<file path="src/rtl/josh_pkg.sv">
// Shared geometry constants for the wall column path and the streamer FSM state encodings.
package josh_pkg;
  localparam int COL_H   = 100;
  localparam int WORD_W  = 25;
  localparam int WORDS   = COL_H / WORD_W;
  localparam int ADDR_W  = 12;
  localparam int KW      = (WORDS > 1) ? $clog2(WORDS) : 1;
  localparam int ENTRY_W = COL_H + ADDR_W;

  localparam logic [2:0] ST_IDLE  = 3'd0;
  localparam logic [2:0] ST_FETCH = 3'd1;
  localparam logic [2:0] ST_WAIT  = 3'd2;
  localparam logic [2:0] ST_HOLD  = 3'd3;
  localparam logic [2:0] ST_DONE  = 3'd4;
endpackage

</file>
<file path="src/rtl/map_column_streamer_if.sv">
// Column stream towards the datapath plus the narrow map ROM port.
interface map_column_streamer_if;
  import josh_pkg::*;

  logic              col_ready;
  logic              col_valid;
  logic [COL_H-1:0]  col_data;
  logic [ADDR_W-1:0] col_index;
  logic              map_end;
  logic              rom_rd;
  logic [ADDR_W-1:0] rom_addr;
  logic [WORD_W-1:0] rom_data;

  modport master (
    input  col_ready, rom_data,
    output col_valid, col_data, col_index, map_end, rom_rd, rom_addr
  );

  modport slave (
    output col_ready, rom_data,
    input  col_valid, col_data, col_index, map_end, rom_rd, rom_addr
  );
endinterface

</file>
<file path="src/rtl/col_fifo2.sv">
// Two-entry FIFO holding assembled columns; push and pop may coincide while full.
module col_fifo2 #(
  parameter int W = 8
) (
  input  logic         clk,
  input  logic         resetn,
  input  logic         push,
  input  logic         pop,
  input  logic         flush,
  input  logic [W-1:0] din,
  output logic         full,
  output logic         empty,
  output logic [W-1:0] dout
);
  logic [W-1:0] mem [2];
  logic         rd_ptr, wr_ptr;
  logic [1:0]   count;
  logic         do_push, do_pop;

  assign do_pop  = pop && (count != 2'd0);
  assign do_push = push && ((count != 2'd2) || do_pop);
  assign full    = (count == 2'd2);
  assign empty   = (count == 2'd0);
  assign dout    = mem[rd_ptr];

  always_ff @(posedge clk or negedge resetn) begin
    if (!resetn) begin
      mem[0] <= '0;
      mem[1] <= '0;
      rd_ptr <= 1'b0;
      wr_ptr <= 1'b0;
      count  <= '0;
    end else if (flush) begin
      rd_ptr <= 1'b0;
      wr_ptr <= 1'b0;
      count  <= '0;
    end else begin
      if (do_push) begin
        mem[wr_ptr] <= din;
        wr_ptr      <= ~wr_ptr;
      end
      if (do_pop) rd_ptr <= ~rd_ptr;
      count <= count + {1'b0, do_push} - {1'b0, do_pop};
    end
  end
endmodule

</file>
<file path="src/rtl/map_column_streamer.sv">
// Streams map columns from a word-wide ROM into a 2-deep column buffer for the datapath.
// Define MAP_LOOP_EN to wrap to column 0 at end of map instead of stopping.
module map_column_streamer
  import josh_pkg::*;
#(
  parameter int MAP_COLS = 1024
) (
  input  logic                  clk,
  input  logic                  resetn,
  input  logic                  start,
  map_column_streamer_if.master bus
);
  localparam int                SR_W    = COL_H - WORD_W;
  localparam logic [KW-1:0]     K_LAST  = KW'(WORDS - 1);
  localparam logic [ADDR_W-1:0] WORDS_A = ADDR_W'(WORDS);
  localparam logic [ADDR_W-1:0] COLS_A  = ADDR_W'(MAP_COLS);

  logic [2:0]         state;
  logic [ADDR_W-1:0]  col, col_nxt;
  logic [KW-1:0]      k;
  logic [SR_W-1:0]    sr;
  logic [COL_H-1:0]   col_word;
  logic [ENTRY_W-1:0] head;
  logic               sentinel, at_end, push, pop;
  logic               fifo_full, fifo_empty, full_after;

  // The last word is taken straight off the ROM bus in WAIT, never via sr.
  assign col_word = {bus.rom_data, sr};
  assign sentinel = (col_word == '0);
  assign col_nxt  = col + ADDR_W'(1);
  assign at_end   = sentinel || (col_nxt == COLS_A);

  assign push = (state == ST_WAIT) && !sentinel && !start;
  assign pop  = !fifo_empty && bus.col_ready && !start;
  assign full_after = push ? (fifo_full || (!fifo_empty && !pop))
                           : (fifo_full && !pop);

  assign bus.col_valid = !fifo_empty;
  assign bus.col_index = head[ENTRY_W-1:COL_H];
  assign bus.col_data  = head[COL_H-1:0];
  assign bus.rom_rd    = (state == ST_FETCH);
  assign bus.rom_addr  = bus.rom_rd ? (col * WORDS_A + ADDR_W'(k)) : '0;

`ifdef MAP_LOOP_EN
  assign bus.map_end = 1'b0;
`else
  assign bus.map_end = (state == ST_DONE) && fifo_empty;
`endif

  col_fifo2 #(.W(ENTRY_W)) u_fifo (
    .clk    (clk),
    .resetn (resetn),
    .push   (push),
    .pop    (pop),
    .flush  (start),
    .din    ({col, col_word}),
    .full   (fifo_full),
    .empty  (fifo_empty),
    .dout   (head)
  );

  always_ff @(posedge clk or negedge resetn) begin
    if (!resetn) begin
      state <= ST_IDLE;
      col   <= '0;
      k     <= '0;
      sr    <= '0;
    end else if (start) begin
      state <= ST_FETCH;
      col   <= '0;
      k     <= '0;
    end else begin
      case (state)
        ST_FETCH: begin
          // rom_data lags the address by one cycle, so word k-1 lands while k is issued.
          if (k != '0) sr <= {bus.rom_data, sr[SR_W-1:WORD_W]};
          if (k == K_LAST) begin
            k     <= '0;
            state <= ST_WAIT;
          end else begin
            k <= k + KW'(1);
          end
        end
        ST_WAIT: begin
          if (at_end) begin
`ifdef MAP_LOOP_EN
            col   <= '0;
            state <= full_after ? ST_HOLD : ST_FETCH;
`else
            state <= ST_DONE;
`endif
          end else begin
            col   <= col_nxt;
            state <= full_after ? ST_HOLD : ST_FETCH;
          end
        end
        ST_HOLD: if (!fifo_full || pop) state <= ST_FETCH;
        default: ;
      endcase
    end
  end
endmodule
</file>
<file path="src/flat_wrapper.sv">
// flat-port wrapper written by rule: the top's interface ports become plain ports
module map_column_streamer_flat import josh_pkg::*;
#(
  parameter int MAP_COLS = 1024
)
  (clk, resetn, start, bus_col_ready, bus_rom_data, bus_col_valid, bus_col_data, bus_col_index, bus_map_end, bus_rom_rd, bus_rom_addr);
  map_column_streamer_if bus_i ();
  input  logic clk;
  input  logic resetn;
  input  logic start;
  input wire logic [$bits(bus_i.col_ready)-1:0] bus_col_ready;
  input wire logic [$bits(bus_i.rom_data)-1:0] bus_rom_data;
  output wire logic [$bits(bus_i.col_valid)-1:0] bus_col_valid;
  output wire logic [$bits(bus_i.col_data)-1:0] bus_col_data;
  output wire logic [$bits(bus_i.col_index)-1:0] bus_col_index;
  output wire logic [$bits(bus_i.map_end)-1:0] bus_map_end;
  output wire logic [$bits(bus_i.rom_rd)-1:0] bus_rom_rd;
  output wire logic [$bits(bus_i.rom_addr)-1:0] bus_rom_addr;
  assign bus_i.col_ready = bus_col_ready;
  assign bus_i.rom_data = bus_rom_data;
  assign bus_col_valid = bus_i.col_valid;
  assign bus_col_data = bus_i.col_data;
  assign bus_col_index = bus_i.col_index;
  assign bus_map_end = bus_i.map_end;
  assign bus_rom_rd = bus_i.rom_rd;
  assign bus_rom_addr = bus_i.rom_addr;
  map_column_streamer #(.MAP_COLS(MAP_COLS)) u_core (.clk(clk), .resetn(resetn), .start(start), .bus(bus_i));
endmodule
</file>
<file path="config.mk">
export PLATFORM = sky130hd
export DESIGN_NAME = map_column_streamer_flat
export DESIGN_NICKNAME = d
export VERILOG_FILES = /design/src/rtl/josh_pkg.sv /design/src/rtl/map_column_streamer_if.sv /design/src/rtl/col_fifo2.sv /design/src/rtl/map_column_streamer.sv /design/src/flat_wrapper.sv
export SDC_FILE = /design/constraint.sdc
export NUM_CORES = 1
export LEC_CHECK = 0
export ABC_AREA = 1
export BUFFER_PORTS_ARGS = -buffer_cell sky130_fd_sc_hd__buf_4
export CAP_MARGIN = 20
export CORE_MARGIN = 1
export CORE_UTILIZATION = 45
export DETAILED_ROUTE_END_ITERATION = 6
export HOLD_SLACK_MARGIN = 0.08
export PLACE_DENSITY = 0.75
export SETUP_SLACK_MARGIN = 0.4
export SLEW_MARGIN = 0
export SYNTH_ARGS = -nofsm -noshare
export SYNTH_HDL_FRONTEND = slang
export SYNTH_HIERARCHICAL = 1
export SYNTH_SLANG_ARGS = --single-unit
</file>
<file path="constraint.sdc">
create_clock -name clk -period 4.4 [get_ports clk]
set_clock_uncertainty 0.05 [all_clocks]
set_input_delay 0.22 -clock clk [delete_from_list [all_inputs] [get_ports clk]]
set_output_delay 0.22 -clock clk [all_outputs]
set_load 0.01 [all_outputs]
</file>
==> results.py <==
metrics = {
    "outcome": {
        "status": "complete, no violations",
    },
    "timing": {
        "fin_crit_sh_pct": 76.0,
        "hold_viol_final": 0,
        "rsz0062_at_grt": "no",
        "fmax_ghz": 0.299,
        "post-route-min-period_ps": 3340,
        "setup_tns_ps": 0,
        "slew_headroom_pct": 28.2,
        "setup-violations-final": 0,
        "finalMaxSlewViolations": 0,
        "worst_slew_pin_slew_ps": 1080,
        "setup_ws_ps": 1060,
    },
    "placement": {
        "place.port_buffers": 155,
        "place_congestion": 0.903,
        "hpwl_um": 27800,
        "place_worst_setup_slack_ps": 1120,
        "place_area_um2": 16600,
    },
    "yosys": {
        "yosysMostFrequentCell": "nand2_1",
        "synth_ff_type": "dfrtp_1",
        "syn-cell-area_um2": 15200,
        "ys_seq_area_share_pct": 52.5,
        "synth_cells": 1945,
        "synthTopCellsByArea": "dfrtp_1, nand2_1, nand4_1",
        "synth_async_sr_flop_share_pct": 100,
        "yosys.area.top_type_share_pct": 52.5,
        "synth_common_cells": "nand2_1, dfrtp_1, nand4_1, nor2_1, inv_1",
        "ys_types": 31,
        "ys.warnings.count": 6,
        "synth_seq_cells": 320,
        "syn-num-nets": 1979,
        "synth-edff-count": 0,
        "yosysTopAreaCell": "dfrtp_1",
        "avgSynthCellArea_um2": 7.84,
    },
    "detailed_routing": {
        "drt-vias-per-instance": 5.52,
        "post_drt_wl_per_cell_um": 17.4,
        "vias": 13900,
        "firstDrtPassIters": 6,
        "drt_wl_total_um": 43800,
        "drcViolationCount": 0,
        "ant_nets": 0,
        "drt_iter0_markers": 1552,
    },
    "grt": {
        "grt_pass1_wl_um": 70600,
        "antenna_found_initial": 0,
        "grt_pass1_vias": 13200,
        "grt_usage_pct": 25.9,
        "grt_max_degree": 137,
        "grt_overflow": 0,
    },
    "worst_setup_path": {
        "worstPathRequired_ps": 4750,
        "crit_arrival_ps": 3690,
        "start_kind": "flop",
        "crit_family": "buffers and inverters",
        "cp.depth": 15,
        "crit_fanout": 103,
        "crit_path_top_delay_cell": "buf_4",
        "rr_worst_depth": 15,
        "crit_type": "reg -> reg",
        "worstSetupEndpointType": "flop",
        "crit_buf_inv": 6,
        "crit_chain": "inv_1, nor2_1, inv_1, nor2_2, nand2_1, clkinv_1, nand2_1, inv_6, buf_4, nand2_1, ha_1, inv_1, ha_1, a21oi_1, nor2_1",
        "slowest_delay_ps": 820,
    },
    "clock_tree": {
        "hold_buffers": 27,
        "cts-buffers-inserted": 36,
        "cts_resized": 0,
        "postCtsSetupRepairBufs": 0,
        "clkSinkCount": 320,
        "tritoncts": "done",
        "clockBufferDepth": 3,
        "clk_latency_ps": 510,
        "clk_pin_slew_ps": 60,
        "h-tree-depth": 2,
        "root_buffer": "clkbuf_16",
    },
    "floorplan": {
        "start_util_pct": 45.6,
        "num_io_pins": 156,
        "fp-row-count": 67,
        "die-area_um2": 34600,
        "core_um2": 33400,
        "die_x_um": 186,
        "die_h_um": 186,
    },
    "final_layout": {
        "diodes": 0,
        "layout-drive-gt1-share_pct": 13.5,
        "fin_nets": 2078,
        "finish.instance_area_um2": 18000,
        "syn2layout_area_growth_pct": 18.2,
    },
    "pwr": {
        "powerDensity_nw_per_um2": 568,
        "leakage_nw": 9.72,
        "ir_worst_vdd_mv": 0.309,
    },
    "hold_path": {
        "hold_path_class": "in -> reg",
        "hold_depth": 6,
    },
    "job": {
        "cap_viol_max_count": 0,
    },
}
-- final timing paths --
kind / slack (ps) / endpoint / from
hold reg to reg: 420 / u_core/u_fifo/mem[163] / u_core/u_fifo/mem[163]
hold / removal: 260 / u_core/u_fifo/rd_ptr / bus_col_ready
setup / recovery: 1060 / u_core/u_fifo/count[1] / u_core/state[1]
setup reg to reg: 1060 / u_core/u_fifo/count[1] / u_core/state[1]
max in group asynchronous: 2930 / u_core/u_fifo/mem[76] / resetn
min in group asynchronous: 310 / u_core/u_fifo/mem[125] / resetn
-- worst register-to-register path, cell delays in order (launching register included) --
cell,delay [ps]
dfrtp_1,370
inv_1,70
nor2_1,170
inv_1,100
nor2_2,180
nand2_1,90
clkinv_1,100
nand2_1,130
inv_6,220
buf_4,830
nand2_1,180
ha_1,320
inv_1,40
ha_1,190
a21oi_1,140
nor2_1,70
-- per-stage QoR --
step	utilization (%)	power (mW)	hold slack (ps)	instances
final	53.9	10.2	265	2518
after floorplan	-	5.93	-126	1945
after CTS	53.9	10.3	233	2518
after detailed placement	49.6	7.30	306	2427
after global routing	53.9	10.9	273	2518
after global placement	49.6	7.19	299	2427
-- sequential cells by signal (all words and copies together), names as in the netlist --
| signal | flops |
|---|---|
| u_core/state | 3 |
| u_core/u_fifo/rd_ptr | 1 |
| u_core/u_fifo/count | 2 |
| u_core/col | 12 |
| u_core/u_fifo/wr_ptr | 1 |
| u_core/k | 2 |
| u_core/u_fifo/mem | 224 |
| u_core/sr | 75 |
-- layer usage --
| metal | wire length [um] | GRT usage, % | up-vias |
|---|---|---|---|
| met5 | 0 | 0 | - |
| met4 | 1230 | 8.56 | 0 |
| met3 | 3400 | 3.66 | 89 |
| met2 | 20700 | 41.0 | 605 |
| met1 | 18500 | 36.5 | 6685 |
| li1 | - | - | 6508 |
-- cells in the final DEF, fill, tap and decap left out, types with 2 or more instances in the layout --
| master | n |
|---|---|
| nand2_2 | 3 |
| clkbuf_8 | 10 |
| ha_1 | 5 |
| nand3_2 | 3 |
| o21ai_1 | 13 |
| clkbuf_16 | 37 |
| buf_12 | 5 |
| nand2_4 | 3 |
| nand2_1 | 907 |
| o21ai_2 | 6 |
| o21ai_0 | 37 |
| nor2_4 | 4 |
| nor3_1 | 2 |
| nand3b_1 | 2 |
| clkbuf_1 | 11 |
| clkinv_2 | 5 |
| buf_4 | 168 |
| dlygate4sd3_1 | 27 |
| nor2_2 | 5 |
| nand3_1 | 30 |
| inv_2 | 6 |
| a21oi_1 | 25 |
| mux2_2 | 14 |
| nand4_1 | 226 |
| nor2_1 | 109 |
| nand3_4 | 3 |
| dfrtp_1 | 319 |
| inv_1 | 73 |
-- final cells by class --
class	count	area, um^2
clock inverter	6	57.6
tap	448	561
inverter	83	323
timing repair buffer	201	1650
sequential	320	8010
clock buffer	58	1100
fill	3024	15400
multi-input combinational	1402	6310
-- kinds of logic (layout without fill, tap and decap cells) --
family | Yosys count | count (layout) | synth area share, %
flip-flops | 320 | 320 | 52.5
AO/OA/AOI/OAI | 84 | 84 | 3.01
XOR/XNOR | 1 | 1 | 0.0575
adder cells (fa/ha/maj) | 5 | 5 | 0.410
AND/OR/NAND/NOR | 1298 | 1298 | 36.6
multiplexers | 14 | 14 | 1.03
buffers and inverters | 223 | 348 | 6.35
-- report_power, final --
group          leakage, nW  switching [mW]  total [mW]  internal, mW
Clock                0.571            1.16        2.94          1.77
Sequential            4.20           0.687        4.44          3.76
Combinational         4.96            1.73        2.86          1.13
No activity file was read; power rests on OpenSTA's default activity.
